<file path="src/rtl/picosoc_bus_pkg.sv">
// Shared types and constants for the two-master PicoRV32 native bus arbiter.
// The state encoding doubles as the one-hot grant vector.
package picosoc_bus_pkg;

  localparam int BUS_AW = 32;
  localparam int BUS_DW = 32;
  localparam int BUS_SW = 4;

  localparam logic [BUS_DW-1:0] ERR_RDATA_DEFAULT = 32'hDEAD_BEEF;

  typedef enum logic [1:0] {
    S_IDLE = 2'b00,
    S_OWN0 = 2'b01,
    S_OWN1 = 2'b10
  } bus_state_e;

  // last_owner: 0 = master 0 held the bus last, 1 = master 1 did.
  function automatic bus_state_e arbitrate(input logic v0, input logic v1,
                                           input logic fixed_prio, input logic last_owner);
    bus_state_e pick;
    pick = S_IDLE;
    if (v0 && (!v1 || fixed_prio || last_owner)) begin
      pick = S_OWN0;
    end else if (v1) begin
      pick = S_OWN1;
    end
    return pick;
  endfunction

endpackage

</file>
<file path="src/rtl/picosoc_bus_timeout.sv">
// Per-transaction wait counter with forced-completion strobe, plus the sticky
// timeout flag and saturating 8-bit timeout counter.
module picosoc_bus_timeout #(
  parameter int unsigned TIMEOUT_CYCLES = 1024
) (
  input  logic       clk,
  input  logic       reset,
  input  logic       clear_i,
  input  logic       wait_i,
  input  logic       req_i,
  output logic       expire_o,
  output logic       timeout_flag_o,
  output logic [7:0] timeout_count_o
);

  logic       flag_q;
  logic [7:0] err_count_q;

  generate
    if (TIMEOUT_CYCLES == 0) begin : g_disabled
      assign expire_o = 1'b0;
    end else begin : g_enabled
      localparam int unsigned CW = (TIMEOUT_CYCLES > 1) ? $clog2(TIMEOUT_CYCLES) : 1;
      localparam logic [CW-1:0] LAST = CW'(TIMEOUT_CYCLES - 1);

      logic [CW-1:0] count_q;
      logic [CW-1:0] count_d;

      // The count never passes LAST: reaching it either expires or aborts the
      // transfer, and the following IDLE cycle clears it.
      always_comb begin
        count_d = count_q;
        if (clear_i) begin
          count_d = '0;
        end else if (wait_i) begin
          count_d = count_q + 1'b1;
        end
      end

      always_ff @(posedge clk) begin
        if (reset) begin
          count_q <= '0;
        end else begin
          count_q <= count_d;
        end
      end

      assign expire_o = wait_i && req_i && (count_q == LAST);
    end
  endgenerate

  always_ff @(posedge clk) begin
    if (reset) begin
      flag_q      <= 1'b0;
      err_count_q <= 8'd0;
    end else if (expire_o) begin
      flag_q <= 1'b1;
      if (err_count_q != 8'hFF) begin
        err_count_q <= err_count_q + 8'd1;
      end
    end
  end

  assign timeout_flag_o  = flag_q;
  assign timeout_count_o = err_count_q;

endmodule

</file>
<file path="src/rtl/picosoc_bus_arbiter.sv">
// Two-master arbiter for the PicoRV32 native bus: registered ownership,
// combinational forwarding of the owner's request, and a dead-slave timeout.
module picosoc_bus_arbiter
  import picosoc_bus_pkg::*;
#(
  parameter int                FIXED_PRIO     = 1,
  parameter int unsigned       TIMEOUT_CYCLES = 1024,
  parameter logic [BUS_DW-1:0] ERR_RDATA      = ERR_RDATA_DEFAULT
) (
  input  logic              clk,
  input  logic              reset,
  input  logic              m0_valid,
  output logic              m0_ready,
  input  logic [BUS_AW-1:0] m0_addr,
  input  logic [BUS_DW-1:0] m0_wdata,
  input  logic [BUS_SW-1:0] m0_wstrb,
  output logic [BUS_DW-1:0] m0_rdata,
  input  logic              m1_valid,
  output logic              m1_ready,
  input  logic [BUS_AW-1:0] m1_addr,
  input  logic [BUS_DW-1:0] m1_wdata,
  input  logic [BUS_SW-1:0] m1_wstrb,
  output logic [BUS_DW-1:0] m1_rdata,
  output logic              s_valid,
  input  logic              s_ready,
  output logic [BUS_AW-1:0] s_addr,
  output logic [BUS_DW-1:0] s_wdata,
  output logic [BUS_SW-1:0] s_wstrb,
  input  logic [BUS_DW-1:0] s_rdata,
  output logic [1:0]        grant,
  output logic              timeout_flag,
  output logic [7:0]        timeout_count
);

  bus_state_e state_q;
  bus_state_e pick_d;
  logic [1:0] grant_q;
  logic       last_owner_q;
  logic       owner_valid;
  logic       owning;
  logic       expire;

  assign owning      = (state_q != S_IDLE);
  assign owner_valid = ((state_q == S_OWN0) && m0_valid) || ((state_q == S_OWN1) && m1_valid);
  assign pick_d      = arbitrate(m0_valid, m1_valid, FIXED_PRIO != 0, last_owner_q);

  picosoc_bus_timeout #(
    .TIMEOUT_CYCLES (TIMEOUT_CYCLES)
  ) u_timeout (
    .clk             (clk),
    .reset           (reset),
    .clear_i         (!owning),
    .wait_i          (owning && !s_ready),
    .req_i           (owner_valid),
    .expire_o        (expire),
    .timeout_flag_o  (timeout_flag),
    .timeout_count_o (timeout_count)
  );

  // A forced completion only updates the counters; last_owner moves on a
  // genuine s_valid && s_ready handshake alone.
  always_ff @(posedge clk) begin
    if (reset) begin
      state_q      <= S_IDLE;
      grant_q      <= 2'b00;
      last_owner_q <= 1'b1;
    end else begin
      unique case (state_q)
        S_IDLE: begin
          state_q <= pick_d;
          grant_q <= pick_d;
        end
        S_OWN0, S_OWN1: begin
          if (!owner_valid) begin
            state_q <= S_IDLE;
            grant_q <= 2'b00;
          end else if (s_ready) begin
            state_q      <= S_IDLE;
            grant_q      <= 2'b00;
            last_owner_q <= (state_q == S_OWN1);
          end else if (expire) begin
            state_q <= S_IDLE;
            grant_q <= 2'b00;
          end
        end
        default: begin
          state_q <= S_IDLE;
          grant_q <= 2'b00;
        end
      endcase
    end
  end

  assign grant = grant_q;

  always_comb begin
    s_valid  = 1'b0;
    s_addr   = '0;
    s_wdata  = '0;
    s_wstrb  = '0;
    m0_ready = 1'b0;
    m0_rdata = '0;
    m1_ready = 1'b0;
    m1_rdata = '0;
    unique case (state_q)
      S_OWN0: begin
        s_valid  = m0_valid && !expire;
        s_addr   = m0_addr;
        s_wdata  = m0_wdata;
        s_wstrb  = m0_wstrb;
        m0_ready = s_ready || expire;
        m0_rdata = expire ? ERR_RDATA : s_rdata;
      end
      S_OWN1: begin
        s_valid  = m1_valid && !expire;
        s_addr   = m1_addr;
        s_wdata  = m1_wdata;
        s_wstrb  = m1_wstrb;
        m1_ready = s_ready || expire;
        m1_rdata = expire ? ERR_RDATA : s_rdata;
      end
      default: ;
    endcase
  end

endmodule
</file>
<file path="config.mk">
export PLATFORM = sky130hd
export DESIGN_NAME = picosoc_bus_arbiter
export DESIGN_NICKNAME = d
export VERILOG_FILES = /design/src/rtl/picosoc_bus_pkg.sv /design/src/rtl/picosoc_bus_timeout.sv /design/src/rtl/picosoc_bus_arbiter.sv
export SDC_FILE = /design/constraint.sdc
export NUM_CORES = 1
export LEC_CHECK = 0
export ABC_CLOCK_PERIOD_IN_PS = 1900
export BUFFER_PORTS_ARGS = -buffer_cell sky130_fd_sc_hd__clkbuf_2
export CAP_MARGIN = 20
export CORE_AREA = 3 3 123 125
export CTS_CLUSTER_DIAMETER = 100
export DETAILED_ROUTE_END_ITERATION = 8
export DIE_AREA = 0 0 126 128
export GPL_TIMING_DRIVEN = 0
export PLACE_DENSITY = 0.51
export SYNTH_ARGS = -nofsm -noshare
export SYNTH_HDL_FRONTEND = slang
export SYNTH_SLANG_ARGS = --single-unit
export TNS_END_PERCENT = 1
</file>
<file path="constraint.sdc">
create_clock -name clk -period 1.9 [get_ports clk]
set_input_delay 0.19 -clock clk [delete_from_list [all_inputs] [get_ports clk]]
set_output_delay 0.19 -clock clk [all_outputs]
set_load 0.005 [all_outputs]
</file>
# --- Word-level counts from Yosys, hierarchy flattened ---
# Cells that the tools add are included.
word_totals:
  regBits: 21
  inputBits: 173
  out_inout_bits: 146
  elab_cells: 43
classes:
  n_addsub: 2
  n_eq_ne: 5
  muxes: 15
  bitwise: 1
  reduce_logical: 16
ops:
  columns: ["cell", "count"]
  rows:
  - ["$pmux 32 s2", 2]
  - ["$mux 32", 3]
  - ["$add 10x1->10 const B", 1]
  - ["$eq 10x10->1 const B", 1]
  - ["$mux 2", 5]
  - ["$add 8x1->8 const B", 1]
  - ["$ne 8x8->1 const B", 1]
  - ["$pmux 4 s2", 1]
  - ["$logic_and 1x1->1", 7]
  - ["$ne 4x4->1 const B", 1]
  - ["$pmux 2 s2", 1]
  - ["$reduce_or 2->1", 2]
  - ["$eq 2x1->1 const B", 1]
  - ["$eq 2x2->1 const B", 1]
  - ["$logic_not 1->1", 2]
  - ["$logic_not 2->1", 1]
  - ["$logic_or 1x1->1", 2]
  - ["$mux 1", 2]
  - ["$pmux 1 s2", 1]
  - ["$reduce_and 2->1", 1]
  - ["$reduce_bool 2->1", 1]
  - ["$not 1->1", 1]

# --- Logic depth before layout (Yosys ltp) ---
# Gate-level depths: netlist of the first run.
depth:
  depth_word: 9
  mapped_depth: 8
  ltp_nobuf: 6

# --- Modules after synthesis ---
# A second synthesis of the first run with hierarchy kept.
hier_totals:
  cells_unflattened: 360
  hier_area_um2: 2628.8
by_module_without_submodules:
  columns: ["module", "instances", "cells_per_inst", "area_per_inst_um2", "seq_area_each_um2"]
  rows:
  - ["picosoc_bus_arbiter", 1, 258, 1749.2, 40.0]
  - ["picosoc_bus_timeout", 1, 102, 879.6, 380.4]

# --- Worst setup path after synthesis of the first run ---
# No wires, ideal clock.
synth_path:
  path_kind: "register to register"
  start: "register, netlist name grant[0]"
  end: "register u_timeout.err_count_q[6] (netlist: u_timeout.timeout_count_o[6])"
  setup_time_ps: 121
  arrival_time_ps: 1873
  required_ps: 1779
  path_slack_ps: -94
  path_stages_with_launch: 8
  n_path_buf: 1
  period_less_slack_ps: 1994
  path_cell_list: "dfxtp_1 inv_1 ha_1 and4bb_1 nand4_1 buf_2 nor4_1 mux2_2"
synth_rtl:
  columns: ["element", "line_no", "rtl"]
  rows:
  - ["to (signal assigned)", "picosoc_bus_timeout.sv:59", "err_count_q <= err_count_q + 8'd1;"]
  - ["to (decl)", "picosoc_bus_timeout.sv:17", "logic [7:0] err_count_q;"]

==> results of run 1 <==
==> cells in the mapped netlist (6+ instances only) <==
| master | number |
|---|---|
| a21oi_1 | 10 |
| nor2_1 | 11 |
| xor2_1 | 7 |
| and3_1 | 19 |
| inv_1 | 6 |
| clkbuf_1 | 32 |
| dfxtp_1 | 21 |
| nand3_1 | 8 |
| nor2b_1 | 71 |
| o21a_1 | 51 |
| buf_1 | 6 |
| a22oi_1 | 69 |
==> how the worst max path moves through the flow <==
stage	from	end	slack, ns	depth (start not counted)
finish	grant[0]	m1_rdata[14]	-0.28	8
global route	grant[0]	m0_rdata[15]	-0.35	9
CTS	grant[0]	m1_rdata[1]	-0.37	8
detailed placement	grant[1]	m0_rdata[15]	-0.78	7
global placement	grant[1]	m0_rdata[15]	-0.78	7
floorplan	grant[0]	u_timeout.timeout_count_o[4]	0.01	7
==> sequential cells by signal (all words and copies together), names as in the netlist <==
signal,count
grant,2
u_timeout.timeout_count_o,8
u_timeout.g_enabled.count_q,10
u_timeout.timeout_flag_o,1
==> cell usage in the layout, fill, tap and decap left out, drive strengths merged, types with 6 or more instances in the layout <==
cell type  synthesis  layout
nand3              8       8
o21a              51      51
buf                8      40
a21oi             10      10
dfxtp             21      21
xor2               7       7
nor2              11      11
and3              19      19
inv                6       6
nor2b             71      71
a22oi             69      69
clkbuf            32     330
==> cell families (layout without fill, tap and decap cells) <==
family                     Yosys count  after routing  synth area share
AOI/OAI and AO/OA                  142            142            0.3983
and+or+nand+nor                    133            133            0.3066
buffers and inverters               46            376           0.06718
DFF                                 21             21            0.1612
xor gates and xnor gates             9              9           0.03023
adders and majority gates            5              5           0.02399
muxes                                3              3           0.01248
==> tightest hold or removal path, delay by kind of cell <==
kind / cells / cell delay (ns)
AOI/OAI and AO/OA: 2 / 0.17
buffers and inverters: 1 / 0.16
==> layer usage <==
metal,global-route usage,wire (um),share of wire
met1,0.2100,6191,0.42
met2,0.3027,7558,0.51
met3,0.02250,931,0.063
met4,0.01956,123,0.0083
met5,0,0,0
==> per-stage QoR <==
stage / hold WS, ns / TNS [ns] / util
after floorplan: 0.3553 / 0 / -
after global placement: 0.4377 / -64.53 / 0.3169
after detailed placement: 0.4437 / -66.86 / 0.3169
after CTS: 0.2955 / -29.43 / 0.3396
after global routing: 0.3143 / -29.81 / 0.3479
final: 0.3083 / -17.82 / 0.3479
==> final cells by class <==
type,count,area share
multi-input cells,292,0.4358
repair buffers,326,0.3440
plain buffers,40,0.06557
inverters,6,0.004628
flip-flops and latches,21,0.08743
well taps,180,0.04628
clock buffers,4,0.01620
==> power breakdown <==
| group | switching [mW] | total [mW] | internal [mW] | leakage [nW] |
|---|---|---|---|---|
| clock network | 0.154 | 0.439 | 0.286 | 0.0382 |
| registers | 0.00335 | 0.447 | 0.443 | 0.171 |
| logic | 0.330 | 0.694 | 0.364 | 2.22 |
==> what timing repair did <==
item,CTS,global route
gates resized for setup,66,61
pin swaps,14,6
setup buffers,6,1
endpoints found under the setup margin,146,145
cloned,2,0
==> metrics.md, run 1 <==
| Metric | Value |
|---|---|
| Status | `finished with violations` |
| Failing checks | `setup timing` |
| Largest net degree at the start of global routing | `12` |
| Fmax | `459.2 MHz` |
| Clock skew | `0.003242 ns` |
| CTS tree | `done` |
| Pwr/cell area | `324.8 nW/um2` |
| RSZ-0062 raised after global routing | `true` |
| Max-capacitance violation count | `0` |
| Setup ws final | `-0.2778 ns` |
| Unique cell type count in the Yosys netlist | `38` |
| DR DRC count | `0` |
| Worst reg2reg path depth | `8` |
| WL/cell | `17.04 um` |
| Seq/Total Area, Yosys | `0.1612` |
| Post-DRT Antenna Nets | `0` |
| Pre-Repair DR Iteration Count | `4` |
| DP Cell Count | `856` |
| # nets final | `868` |
| Fin area | `4866 um2` |
| Asr flop ratio synth | `0` |
| Skew-Pair Late Insertion Delay | `0.25 ns` |
| Layout cell share with drive strength beyond 1 | `0.5602` |
| Full die area | `16130 um2` |
| Critical path endpoint category | `output port` |
| HP Start | `m0_valid` |
| CP arrival | `1.99 ns` |
| Area delta synth->final | `86.61%` |
| Initial Util | `0.1864` |
| CP required | `1.71 ns` |
| Detail Placement HPWL | `12210 um` |
| DRT iter0 DRCs | `186` |
| CTS buffer count | `3` |
| Vias in the first global route | `roughly 3800` |
| Total Wirelength | `between 10000 and 15000 um` |
| Critical Path Fanout Max | `8` |
| IO buf count | `317` |
| Peak supply drop | `0.2941 mV` |
| # diodes | `0` |
| Design Power | `1.580 mW` |
| Placed Area | `4433 um2` |
| Die Wd | `126 um` |
| Clk sinks | `21` |
| Synth Instances | `359` |
| Hold Path End | `grant[1]` |
| Post-DR vias/cell | `4.633` |
| Leakage | `2.429 nW` |
| Area of the multi-input gates | `~2100 um2` |
| Register area | `425.4 um2` |
| Number of flops mapped to enable cells by yosys | `0` |
| First-pass GRT wire length | `about 21000 um` |
| Flops & latches, synth | `21` |
| Slew Viols, Final | `0` |
| RD Place Congestion | `a little over 0.8` |
| Hold depth | `3` |
| Post-synth top area cell | `a22oi_1` |
| Clock slew at reported path FFs | `about 0.060 ns` |
| Family with the most delay on the worst path | `simple AND/OR/NAND/NOR gates` |
| Final min period | `2.178 ns` |
| Core Region | `13990 um2` |
| CP Cell Sequence | `inv_2 > ha_4 > and4bb_2 > nand4_1 > nand2b_4 > buf_6 > and3_1 > clkbuf_2` |
| Setup Slack @ Placement | `-0.7824 ns` |
| Gr usage total | `0.1644` |
| Min-delay worst type | `primary input to register` |
| Worst r2r dst | `u_timeout.timeout_count_o[5]` |
| Worst path max stage delay | `0.36 ns` |
| Top cell type's share of synthesized area | `0.1987` |
| Post-Syn Area | `2608 um2` |
| Synth area leaders | `a22oi_1 (20%), nor2b_1 (17%), dfxtp_1 (16%), o21a_1 (15%), clkbuf_1 (4.6%)` |
| Worst-Margin Slew | `slightly below 0.6 ns` |
| Boundary pin count | `319` |
| Slowest CP cell | `dfxtp_2` |
| # hold bufs at CTS | `0` |
| Total grt overflow | `0` |
| # setup viols final | `between 80 and 90` |
| Ys Warns | `0` |
| Root Buffer | `clkbuf_16` |
| Filler instances | `1546` |
| Final hold vios | `0` |
| Crit Path Class | `register to output port` |
| Synth Net Count | `about 540` |
| Die height | `128 um` |
| Final period util | `1.146` |
| Clock Tree Buf Depth | `2` |
| Buf/Inv on CP | `3` |
| Critical Path Source Type | `register` |
| Initial antenna violation count | `0` |
| Layout Cells excl Fill | `869` |
| Avg Inst Size Synth | `a little over 7 um2` |
| Top FF cell, synth | `dfxtp_1` |
| Internal reg-to-reg setup slack | `-0.16 ns` |
| Via count | `roughly 4000` |
| R2R Path Start | `grant[0]` |
| Num rows | `43` |
| H-tree depth | `1` |
| Max_slew headroom | `0.6016` |
Note: power is estimated with default switching activity, not from simulation.
==> inputs of run 2 (changes only) <==
Settings changed: GPL_TIMING_DRIVEN 0 to unset.
==> metrics.md, run 2 (synthesis results as in run 1) <==
| Metric | Value |
|---|---|
| Critical Path Source Type | `register` |
| Slowest CP cell | `dfxtp_2` |
| Initial antenna violation count | `0` |
| Clock skew | `~0.0024 ns` |
| Core Region | `13990 um2` |
| DRT iter0 DRCs | `170` |
| Post-DRT Antenna Nets | `0` |
| Max-capacitance violation count | `0` |
| # hold bufs at CTS | `0` |
| Critical path endpoint category | `output port` |
| Biggest register | `u_timeout.g_enabled.count_q` |
| RSZ-0062 raised after global routing | `true` |
| Vias in the first global route | `3712` |
| Sequential share of power | `0.286` |
| Setup ws final | `-0.3088 ns` |
| Pwr/cell area | `328.7 nW/um2` |
| Layout cell share with drive strength beyond 1 | `0.5434` |
| Total Wirelength | `approximately 14000 um` |
| Slew Viols, Final | `0` |
| Status | `finished with violations` |
| Num rows | `43` |
| Worst-Margin Slew | `0.4625 ns` |
| CP arrival | `2.02 ns` |
| CP required | `1.71 ns` |
| Peak supply drop | `roughly 0.34 mV` |
| Via count | `3989` |
| # nets final | `847` |
| Boundary pin count | `319` |
| Cell-internal power | `1.081 mW` |
| DP Cell Count | `between 800 and 900` |
| IO buf count | `~320` |
| Sw Share | `0.3068` |
| Gr usage total | `0.1479` |
| RD Place Congestion | `0.8887` |
| Most frequent cells in the layout | `clkbuf_2 (307), nor2b_1 (71), a22oi_1 (68), o21a_1 (51)` |
| Commonest non-fill, non-tap cell in the layout | `clkbuf_2` |
| Max reg flops | `10` |
| Setup Slack @ Placement | `-0.02434 ns` |
| Die height | `128 um` |
| Pre-Repair DR Iteration Count | `5` |
| Critical Path Fanout Max | `13` |
| Largest net degree at the start of global routing | `just over 60` |
| Initial Util | `0.1864` |
| Skew-Pair Late Insertion Delay | `0.25 ns` |
| Final min period | `approximately 2.2 ns` |
| CP Cell Sequence | `inv_2 > ha_2 > and4bb_1 > nand4_1 > buf_4 > nor2_4 > buf_12 > buf_12 > o21a_1 > buf_2` |
| Layout Cells excl Fill | `848` |
| Max_slew headroom | `0.6896` |
| Filler instances | `1500` |
| Worst path max stage delay | `between 0.3 and 0.4 ns` |
| DR DRC count | `0` |
| Full die area | `16130 um2` |
| Area of the multi-input gates | `slightly above 2000 um2` |
| TNS Setup | `-18.44 ns` |
| Detail Placement HPWL | `between 10000 and 15000 um` |
| Total grt overflow | `0` |
| H-tree depth | `1` |
| Fmax | `452.7 MHz` |
| # diodes | `0` |
| # setup viols final | `70` |
| Failing checks | `setup timing` |
| Final period util | `1.163` |
| Clock Power Share | `0.287` |
| First-pass GRT wire length | `19710 um` |
| Leakage | `2.338 nW` |
| Clock Tree Buf Depth | `2` |
| CTS buffer count | `3` |
| CP most frequent cell | `buf_12` |
| Comb power frac | `0.427` |
| Clock slew at reported path FFs | `roughly 0.060 ns` |
| Final hold vios | `0` |
| Post-DR vias/cell | `4.704` |
| Register area | `approximately 420 um2` |
| NetSw | `478.3 uW` |
| CTS tree | `done` |
| Die Wd | `126 um` |
| Min-delay worst type | `primary input to register` |
| Clk sinks | `21` |
| Area delta synth->final | `81.91%` |
| WL/cell | `16.63 um` |
| Root Buffer | `clkbuf_16` |
| Crit Path Class | `register to output port` |
## run 2: changes by cell type in the layout (fill, tap and decap cells not counted), moves of 6 or more
cell	previous run	this run
buf_4	9	15
clkbuf_4	9	0
clkbuf_1	10	0
buf_2	19	11
## run 2: critical path, delay by kind of cell, from the launching register on
kind	cells	cell delay (ns)
AOI/OAI and AO/OA	1	0.12
adders and majority gates	1	0.17
buffers and inverters	5	0.62
DFF	1	0.33
and+or+nand+nor	3	0.53
## run 2: power groups by stage
stage / sequential (mW) / clock [mW] / combinational [mW]
floorplan: 0.457 / 0 / 0.284
global route: 0.447 / 0.484 / 0.728
global placement: 0.456 / 0 / 0.651
detailed placement: 0.456 / 0 / 0.658
CTS: 0.446 / 0.460 / 0.663
finish: 0.447 / 0.447 / 0.665
## run 2: per-stage QoR
stage / hold slack, ns / power, mW / instance area [um2] / utilization
global route: 0.3196 / 1.659 / 4743 / 0.3391
detailed placement: 0.4402 / 1.114 / 4516 / 0.3228
global placement: 0.4355 / 1.107 / 4516 / 0.3228
floorplan: 0.3553 / 0.7406 / 2621 / -
finish: 0.2896 / 1.559 / 4743 / 0.3391
CTS: 0.2794 / 1.569 / 4599 / 0.3288
## run 2: routing by layer
layer,vias to the layer above,track usage,wire length [um]
met1,1833,0.1859,5601
met4,0,0.02145,101
met5,-,0,0
li1,1936,-,-
met2,210,0.2739,7423
met3,10,0.02083,978
## run 2: path summary, 6_finish.rpt
check / start / to / slack [ns] / cells past startpoint
max: grant[0] / m1_rdata[1] / -0.31 / 10
min: m0_valid / grant[1] / 0.29 / 3
max reg2reg: grant[0] / u_timeout.timeout_count_o[4] / -0.02 / 7
min reg2reg: u_timeout.timeout_flag_o / u_timeout.timeout_flag_o / 0.45 / 2
## run 2: area by class of cell
cell class                 count  area share
sequential                    21     0.08916
tap                          180     0.04748
inverter                       6    0.004748
clock buffer                   3     0.01583
clock inverter                 1    0.001055
timing repair buffer         345      0.4078
multi-input combinational    292      0.4339
## run 2: what timing repair did
action,in CTS,in global routing
resized for setup,3,18
pin swaps,2,4
buffers inserted,0,2
setup endpoints to repair,113,118
gates cloned,0,5
